<file path="config.mk">
export PLATFORM = sky130hd
export DESIGN_NAME = axi_iw_id_alloc
export DESIGN_NICKNAME = d
export VERILOG_FILES = /design/src/rtl/axi_pkg.sv /design/src/rtl/lzc.sv /design/src/rtl/onehot_to_bin.sv /design/src/rtl/axi_iw_id_alloc.sv
export SDC_FILE = /design/constraint.sdc
export NUM_CORES = 1
export LEC_CHECK = 0
export ABC_AREA = 1
export CAP_MARGIN = 0
export CELL_PAD_IN_SITES_DETAIL_PLACEMENT = 0
export CELL_PAD_IN_SITES_GLOBAL_PLACEMENT = 1
export CORE_MARGIN = 2
export CORE_UTILIZATION = 25
export CTS_BUF_LIST = sky130_fd_sc_hd__clkbuf_16
export CTS_CLUSTER_DIAMETER = 150
export DETAILED_ROUTE_END_ITERATION = 12
export PLACE_DENSITY_LB_ADDON = 0.3
export SLEW_MARGIN = 20
export SYNTH_ARGS = -nofsm -noshare
export SYNTH_HDL_FRONTEND = slang
export SYNTH_HIERARCHICAL = 1
export SYNTH_SLANG_ARGS = --single-unit
</file>
<file path="constraint.sdc">
create_clock -name clk_i -period 3.1 [get_ports clk_i]
set_clock_uncertainty 0.05 [all_clocks]
set_input_delay 0.93 -clock clk_i [delete_from_list [all_inputs] [get_ports clk_i]]
set_output_delay 0.93 -clock clk_i [all_outputs]
set_load 0.03 [all_outputs]
</file>
<file path="src/rtl/axi_pkg.sv">
// Shared AXI helpers: width derivations used to size remap ID fields
// identically in the parent remap datapath and the ID allocation table.
package axi_pkg;

  function automatic int unsigned iw_cnt_width(input int unsigned max_txns);
    return $clog2(max_txns + 1);
  endfunction

  function automatic int unsigned iw_idx_width(input int unsigned n_ids);
    return (n_ids > 1) ? $clog2(n_ids) : 1;
  endfunction

endpackage

</file>
<file path="src/rtl/lzc.sv">
// Leading/trailing zero counter (MODE=0: trailing zeros, i.e. lowest set index).
// cnt_o is 0 when the input is all zero.
module lzc #(
  parameter int unsigned WIDTH     = 2,
  parameter bit          MODE      = 1'b0,
  parameter int unsigned CNT_WIDTH = (WIDTH > 1) ? $clog2(WIDTH) : 1
) (
  input  logic [WIDTH-1:0]     in_i,
  output logic [CNT_WIDTH-1:0] cnt_o,
  output logic                 empty_o
);

  always_comb begin
    cnt_o   = '0;
    empty_o = ~|in_i;
    // Scan ordered so that the winning bit is the last one assigned.
    for (int unsigned i = 0; i < WIDTH; i++) begin
      if (MODE) begin
        if (in_i[i]) cnt_o = CNT_WIDTH'(WIDTH - 1 - i);
      end else begin
        if (in_i[WIDTH - 1 - i]) cnt_o = CNT_WIDTH'(WIDTH - 1 - i);
      end
    end
  end

endmodule

</file>
<file path="src/rtl/onehot_to_bin.sv">
// One-hot to binary encoder; all-zero input encodes to 0.
module onehot_to_bin #(
  parameter int unsigned ONEHOT_WIDTH = 16,
  parameter int unsigned BIN_WIDTH    = (ONEHOT_WIDTH > 1) ? $clog2(ONEHOT_WIDTH) : 1
) (
  input  logic [ONEHOT_WIDTH-1:0] onehot,
  output logic [BIN_WIDTH-1:0]    bin
);

  always_comb begin
    bin = '0;
    for (int unsigned i = 0; i < ONEHOT_WIDTH; i++) begin
      if (onehot[i]) bin = bin | BIN_WIDTH'(i);
    end
  end

endmodule

</file>
<file path="src/rtl/axi_iw_id_alloc.sv">
// Remap-mode ID allocation table: maps live slave-port IDs to master-port IDs
// (table indices) and counts outstanding transactions per entry.
module axi_iw_id_alloc
  import axi_pkg::*;
#(
  parameter int unsigned  InpIdWidth    = 4,
  parameter int unsigned  MaxUniqInpIds = 4,
  parameter int unsigned  MaxTxnsPerId  = 4,
  localparam int unsigned IdxWidth      = iw_idx_width(MaxUniqInpIds)
) (
  input  logic                  clk_i,
  input  logic                  rst_ni,
  output logic                  full_o,
  output logic [IdxWidth-1:0]   free_oup_id_o,
  input  logic [InpIdWidth-1:0] exists_inp_id_i,
  output logic                  exists_o,
  output logic [IdxWidth-1:0]   exists_oup_id_o,
  output logic                  exists_full_o,
  input  logic                  push_i,
  input  logic [InpIdWidth-1:0] push_inp_id_i,
  input  logic [IdxWidth-1:0]   push_oup_id_i,
  input  logic                  pop_i,
  input  logic [IdxWidth-1:0]   pop_oup_id_i,
  output logic [InpIdWidth-1:0] pop_inp_id_o
);

  localparam int unsigned           CntWidth = iw_cnt_width(MaxTxnsPerId);
  localparam logic [CntWidth-1:0]   CntMax   = CntWidth'(MaxTxnsPerId);
  localparam logic [CntWidth-1:0]   CntOne   = CntWidth'(1);

  typedef struct packed {
    logic [InpIdWidth-1:0] inp_id;
    logic [CntWidth-1:0]   cnt;
  } entry_t;

  entry_t [MaxUniqInpIds-1:0] tbl_q, tbl_d;
  logic   [MaxUniqInpIds-1:0] free, match;

  always_comb begin
    tbl_d         = tbl_q;
    free          = '0;
    match         = '0;
    exists_full_o = 1'b0;
    pop_inp_id_o  = '0;
    for (int unsigned i = 0; i < MaxUniqInpIds; i++) begin
      free[i]  = (tbl_q[i].cnt == '0);
      match[i] = !free[i] && (tbl_q[i].inp_id == exists_inp_id_i);
      if (match[i] && (tbl_q[i].cnt == CntMax)) exists_full_o = 1'b1;
      if (pop_oup_id_i == IdxWidth'(i)) pop_inp_id_o = tbl_q[i].inp_id;
      // A same-entry push and pop cancel; inp_id is only loaded into a free entry.
      if (push_i && (push_oup_id_i == IdxWidth'(i)) &&
          !(pop_i && (pop_oup_id_i == IdxWidth'(i)))) begin
        if (free[i]) tbl_d[i].inp_id = push_inp_id_i;
        tbl_d[i].cnt = tbl_q[i].cnt + CntOne;
      end else if (pop_i && (pop_oup_id_i == IdxWidth'(i)) &&
                   !(push_i && (push_oup_id_i == IdxWidth'(i)))) begin
        tbl_d[i].cnt = tbl_q[i].cnt - CntOne;
      end
    end
  end

  always_ff @(posedge clk_i or negedge rst_ni) begin
    if (!rst_ni) begin
      tbl_q <= '0;
    end else begin
      tbl_q <= tbl_d;
    end
  end

  assign exists_o = |match;

  lzc #(
    .WIDTH    (MaxUniqInpIds),
    .MODE     (1'b0),
    .CNT_WIDTH(IdxWidth)
  ) i_free_lzc (
    .in_i   (free),
    .cnt_o  (free_oup_id_o),
    .empty_o(full_o)
  );

  onehot_to_bin #(
    .ONEHOT_WIDTH(MaxUniqInpIds),
    .BIN_WIDTH   (IdxWidth)
  ) i_match_enc (
    .onehot(match),
    .bin   (exists_oup_id_o)
  );

`ifndef SYNTHESIS
  logic [CntWidth-1:0] push_cnt, pop_cnt;
  logic                push_live;

  always_comb begin
    push_cnt  = '0;
    pop_cnt   = '0;
    push_live = 1'b0;
    for (int unsigned i = 0; i < MaxUniqInpIds; i++) begin
      if (push_oup_id_i == IdxWidth'(i)) push_cnt = tbl_q[i].cnt;
      if (pop_oup_id_i == IdxWidth'(i)) pop_cnt = tbl_q[i].cnt;
      if ((tbl_q[i].cnt != '0) && (tbl_q[i].inp_id == push_inp_id_i)) push_live = 1'b1;
    end
  end

  a_push_range: assert property (@(posedge clk_i) disable iff (!rst_ni)
    push_i |-> (32'(push_oup_id_i) < MaxUniqInpIds));
  a_pop_range: assert property (@(posedge clk_i) disable iff (!rst_ni)
    pop_i |-> (32'(pop_oup_id_i) < MaxUniqInpIds));
  a_push_full: assert property (@(posedge clk_i) disable iff (!rst_ni)
    (push_i && (push_cnt == CntMax)) |-> (pop_i && (pop_oup_id_i == push_oup_id_i)));
  a_push_dup: assert property (@(posedge clk_i) disable iff (!rst_ni)
    (push_i && (push_cnt == '0)) |-> !push_live);
  a_pop_empty: assert property (@(posedge clk_i) disable iff (!rst_ni)
    pop_i |-> (pop_cnt != '0));
`endif

endmodule

</file>
# [Yosys cells after proc, flatten, opt, wreduce, memory -nomap -nowiden]
# Index checks and enable logic that the tools add are counted.
[totals] wordCells=106 register_bits=28
[op_classes] muxes=23 reduce_logical=53 n_eq_ne=14 add_sub_neg=8
[op_table] op="logical AND 1 bit" n=24
[op_table] op="two-way mux 3 bit" n=8
[op_table] op="== test 4 bit" n=4
[op_table] op="two-way mux 4 bit" n=4
[op_table] op="logical NOT 1 bit" n=13
[op_table] op="adder 3 x 1 -> 3 bit (second input constant)" n=4
[op_table] op="== test 3 bit (second input constant)" n=4
[op_table] op="logical NOT 3 bit" n=4
[op_table] op="two-way mux 2 bit" n=6
[op_table] op="subtractor 3 x 1 -> 3 bit (second input constant)" n=4
[op_table] op="== test 2 bit (second input constant)" n=4
[op_table] op="AND reduction 2 bit" n=4
[op_table] op="nonzero test 2 bit" n=4
[op_table] op="OR reduction 4 bit" n=2
[op_table] op="two-way mux 1 bit" n=5
[op_table] op="== test 2 x 1 -> 1 bit (second input constant)" n=2
[op_table] op="logical NOT 2 bit" n=2

# [Longest topological paths before layout]
[depth] depth_word=8 depth_mapped=9 depth_no_buf=9

# [Modules after synthesis]
# The synthesis kept the hierarchy.
[modules_own_cells] mod="axi_iw_id_alloc" n_inst=1 cells_each=228 area_each_um2=1744.2 seq_area_each_um2=700.7
[modules_own_cells] mod="lzc" n_inst=1 cells_each=8 area_each_um2=35.0 seq_area_each_um2=0.0
[modules_own_cells] mod="onehot_to_bin" n_inst=1 cells_each=5 area_each_um2=18.8 seq_area_each_um2=0.0

# [Worst setup path before layout]
# No wires, ideal clock.
[synth_timing] kind="input to output" from="in exists_inp_id_i[1]" to="out exists_o" path_slack_ns=0.503 stages=6 arrival_time_ns=1.617 n_path_buf=0 path_cell_list="xor2_1 -> nor2_1 -> nand2_2 -> nor2_4 -> nor2_1 -> nand2_1"
[synth_between] elab_chain_len=3
[synth_lines] element="start, declared" line_no="axi_iw_id_alloc.sv:15" source="input logic [InpIdWidth-1:0] exists_inp_id_i,"
[synth_lines] element="== test 4 bit" line_no="axi_iw_id_alloc.sv:47" source="match[i] = !free[i] && (tbl_q[i].inp_id == exists_inp_id_i);"
[synth_lines] element="logical AND 1 bit" line_no="axi_iw_id_alloc.sv:47"
[synth_lines] element="via match[1]" line_no="axi_iw_id_alloc.sv:37" source="logic [MaxUniqInpIds-1:0] free, match;"
[synth_lines] element="OR reduction 4 bit" line_no="axi_iw_id_alloc.sv:70" source="assign exists_o = |match;"
[synth_lines] element="end, declared" line_no="axi_iw_id_alloc.sv:16" source="output logic exists_o,"
# The timed path passes the listed nets, and every way through them passes these cells.

# [Final worst setup path]
[layout_timing] from="in pop_oup_id_i[0]" to="out pop_inp_id_o[3]"
[layout_between] elab_chain_len=5
[layout_lines] element="start, declared" line_no="axi_iw_id_alloc.sv:23" source="input logic [IdxWidth-1:0] pop_oup_id_i,"
[layout_lines] element="logical NOT 2 bit" line_no="axi_iw_id_alloc.sv:49" source="if (pop_oup_id_i == IdxWidth'(i)) pop_inp_id_o = tbl_q[i].inp_id;"
[layout_lines] element="two-way mux 4 bit (3 in series)" line_no="axi_iw_id_alloc.sv:49"
[layout_lines] element="two-way mux 4 bit (*)" line_no="axi_iw_id_alloc.sv:49"
[layout_lines] element="end, declared" line_no="axi_iw_id_alloc.sv:24" source="output logic [InpIdWidth-1:0] pop_inp_id_o"
# Mark *: on every way between the ends. The rest lies on a longest branch, timed or not.

==> results_dict.tcl <==
set metrics [dict create \
    total_via_count_after_detailed_routing 1562 \
    multi_input_logic_area_sq_um 958 \
    globalRouteOverflowTotal 0 \
    ctsHtreeMaxLevel 1 \
    grt.total_usage_pct 12.2 \
    tns_ps 0 \
    cts_num_sinks 28 \
    timing.final.hold_violations 0 \
    share_seq_of_total_power_pct 35.1 \
    start_util_pct 26.2 \
    timing.final.crit_share_pct 98.7 \
    dp_cells 368 \
    sequential_cell_area_sq_um 701 \
    post_layout_nonfiller_instances 372 \
    die_width_um 88.8 \
    placement_rows 30 \
    r2r-start "tbl_q[21]" \
    clock_latency_ps 260 \
    synth.cell_area_sq_um 1800 \
    synthToLayoutAreaGrowth_pct 28.9 \
    maxCapViolations 0 \
    synth_warnings 6 \
    synth.top_cell.area_share_pct 39.0 \
    synth.most_common_cell "sky130_fd_sc_hd__nand2_1" \
    crit_required_ps 2120 \
    pwr-share-clk_pct 18.3 \
    max-clock-path-buffers 2 \
    tritoncts "done" \
    ys_top_cells_by_count "76 x sky130_fd_sc_hd__nand2_1, 36 x sky130_fd_sc_hd__inv_1, 28 x sky130_fd_sc_hd__dfrtp_1, 17 x sky130_fd_sc_hd__nor2_1, 16 x sky130_fd_sc_hd__o21ai_0" \
    synthArstFlopShare_pct 100 \
    yosysUniqueCellTypes 21 \
    post_cts.repair.setup_buffers 0 \
    clock.fmax_mhz 327 \
    routed_wire_length_per_instance_um 12.2 \
    synth-edff-count 0 \
    biggest_regs "tbl_q: 28 flops" \
    crit_reg_reg_endpoint "tbl_q[23]" \
    routed_wl_mm 4.52 \
    final_net_count 301 \
    hold_ws_ps 474 \
    dieArea_sq_um 7890 \
    fillers 744 \
    finish.instance_area_sq_um 2320 \
    timing_worst_setup_path_type "input pin to output port" \
    detail_route.vias_per_cell 4.20 \
    syn_avg_cell_area_sq_um 7.46 \
    portBuffers 26 \
    gpl.final_weighted_congestion 0.815 \
    timing.critical_path.from_type "input pin" \
    synth_area_leader "sky130_fd_sc_hd__dfrtp_1" \
    setup-violations-final 0 \
    synth_sequential_area_ratio_pct 39.0 \
    clkSlewWorstSetupHoldPaths_ps 70 \
    cts_root_buffer "sky130_fd_sc_hd__clkbuf_16" \
    dp_hpwl_mm 3.66 \
    share_of_layout_cells_above_drive_strength_1_pct 15.2 \
    detailedPlace.worstSlack_ps -225 \
    worstPathMaxFanout 5 \
    grt_setup_unrepaired "false" \
    detail-route-antenna-nets 0 \
    tightestPinTransition_ps 361 \
    dr.pass1.iters 4 \
    grt_max_degree 29 \
    ios 27 \
    crit_arrival_ps 2080 \
    die_height_um 88.8 \
    hold_buffers 0 \
    worst_setup_sp "pop_oup_id_i[0]" \
    internal_power_mw 1.21 \
    final_slew_violations 0 \
    endpoint "pop_inp_id_o[3]" \
    cts_buffers 3 \
    post-route-drc-count 0 \
    maxSlewHeadroom_pct 75.9 \
    postSynthRegisterBits 28 \
    p_comb_share_pct 46.6 \
    largest_reg_by_ff_count "tbl_q" \
    antenna_found_initial 0 \
    p_leak_nw 1.12 \
    first_global_vias 1478 \
    placeableCoreArea_sq_um 6870 \
    power.share.switching_pct 42.1 \
    n_antenna_cell 0 \
    power_switching_uw 883 \
    fin_ws_ps 40.3 \
    cellPowerDensity_nw_per_um2 904 \
    crit_path_end_kind "output port" \
    largest_register_ffs 28 \
    synth_fp_nets 265 \
    worst_hold_path_type "flop to flop" \
    r2r_setup_slack_ps 1640 \
    status "complete, no violations" \
    detailedRoute.firstIterationViolations 60 \
    final.min_clock_period_ps 3060 \
    first_pass_grt_wire_length_mm 7.36 \
    dominantRegCellSynth "sky130_fd_sc_hd__dfrtp_1" \
    postPlaceCellArea_sq_um 2200 \
    ir_worst_vdd_mv 0.254 \
    synth_cells 241 \
    worstRegToRegCells 4 \
    top_post_synthesis_cells_by_area "sky130_fd_sc_hd__dfrtp_1 39%, sky130_fd_sc_hd__nand2_1 16%, sky130_fd_sc_hd__inv_1 7.5%" \
]
## through the flow
stage          power (mW)  utilization [%]
4_1_cts              2.10             33.6
5_1_grt              2.27             33.7
2_1_floorplan        1.37                -
3_5_place_dp         1.70             32.0
6_report             2.09             33.7
3_3_place_gp         1.70             32.0
## power groups by stage
stage	clock network [mW]	registers (mW)	logic (mW)
after CTS	0.390	0.732	0.978
after global routing	0.413	0.767	1.09
after floorplan	0	0.686	0.680
after global placement	0	0.742	0.956
after detailed placement	0	0.737	0.963
final	0.384	0.734	0.976
## what timing repair did
item,CTS,global route
endpoints found under the setup margin,8,8
pin swaps,1,6
endpoints found under the hold margin,0,0
resized for setup,8,11
## cells in the final DEF (no fill, tap or decap), drive strengths merged
| cell type | instances |
|---|---|
| nand2 | 78 |
| inv | 41 |
| dfrtp | 28 |
| o21ai | 22 |
| nor2 | 21 |
| clkdlybuf4s50 | 13 |
| buf | 13 |
| xor2 | 10 |
| nor3 | 7 |
| nand4 | 6 |
| a21oi | 5 |
| clkbuf | 5 |
| nand3 | 4 |
| mux2 | 4 |
| xnor2 | 4 |
| fa | 4 |
| ha | 4 |
| and2 | 3 |
| dlygate4sd2 | 2 |
| bufinv | 1 |
| dlymetal6s2s | 1 |
## routing by layer
layer | vias up | routed length [um] | global-route usage (%)
li1 | 819 | - | -
met1 | 714 | 2320 | 17.9
met2 | 27 | 2050 | 18.9
met3 | 2 | 131 | 1.87
met4 | 0 | 21 | 2.62
met5 | - | 0 | 0
## kinds of logic (layout without fill, tap and decap cells)
family / count (synthesis) / after routing / share of synthesized area [%]
flops: 28 / 28 / 39.0
buf+inv: 41 / 76 / 8.56
fa+ha+maj: 8 / 8 / 7.24
mux: 4 / 4 / 2.51
xor+xnor: 14 / 14 / 6.82
simple gates: 119 / 119 / 28.4
compound gates: 27 / 27 / 7.52
## worst max-delay path: stages
cell	delay, ps
sky130_fd_sc_hd__clkdlybuf4s50_1	460
sky130_fd_sc_hd__nor2_2	300
sky130_fd_sc_hd__nand2_1	90
sky130_fd_sc_hd__nand4_1	140
sky130_fd_sc_hd__buf_6	150
## worst min-delay path by stage
stage,start,to,cells after the start,slack [ps]
3_3_place_gp,tbl_q[18],tbl_q[18],2,460
6_report,tbl_q[18],tbl_q[18],2,470
3_5_place_dp,tbl_q[18],tbl_q[18],2,460
5_1_grt,tbl_q[0],tbl_q[0],1,520
4_1_cts,tbl_q[18],tbl_q[18],2,480
2_1_floorplan,tbl_q[18],tbl_q[18],2,420
## cell type report
class / instances / area share (%)
tap: 96 / 5.18
sequential: 28 / 30.2
clock buffer: 3 / 3.24
timing repair buffer: 31 / 12.0
multi-input combinational: 172 / 41.4
clock inverter: 1 / 1.30
inverter: 41 / 6.64
(Power assumes the default switching activity.)
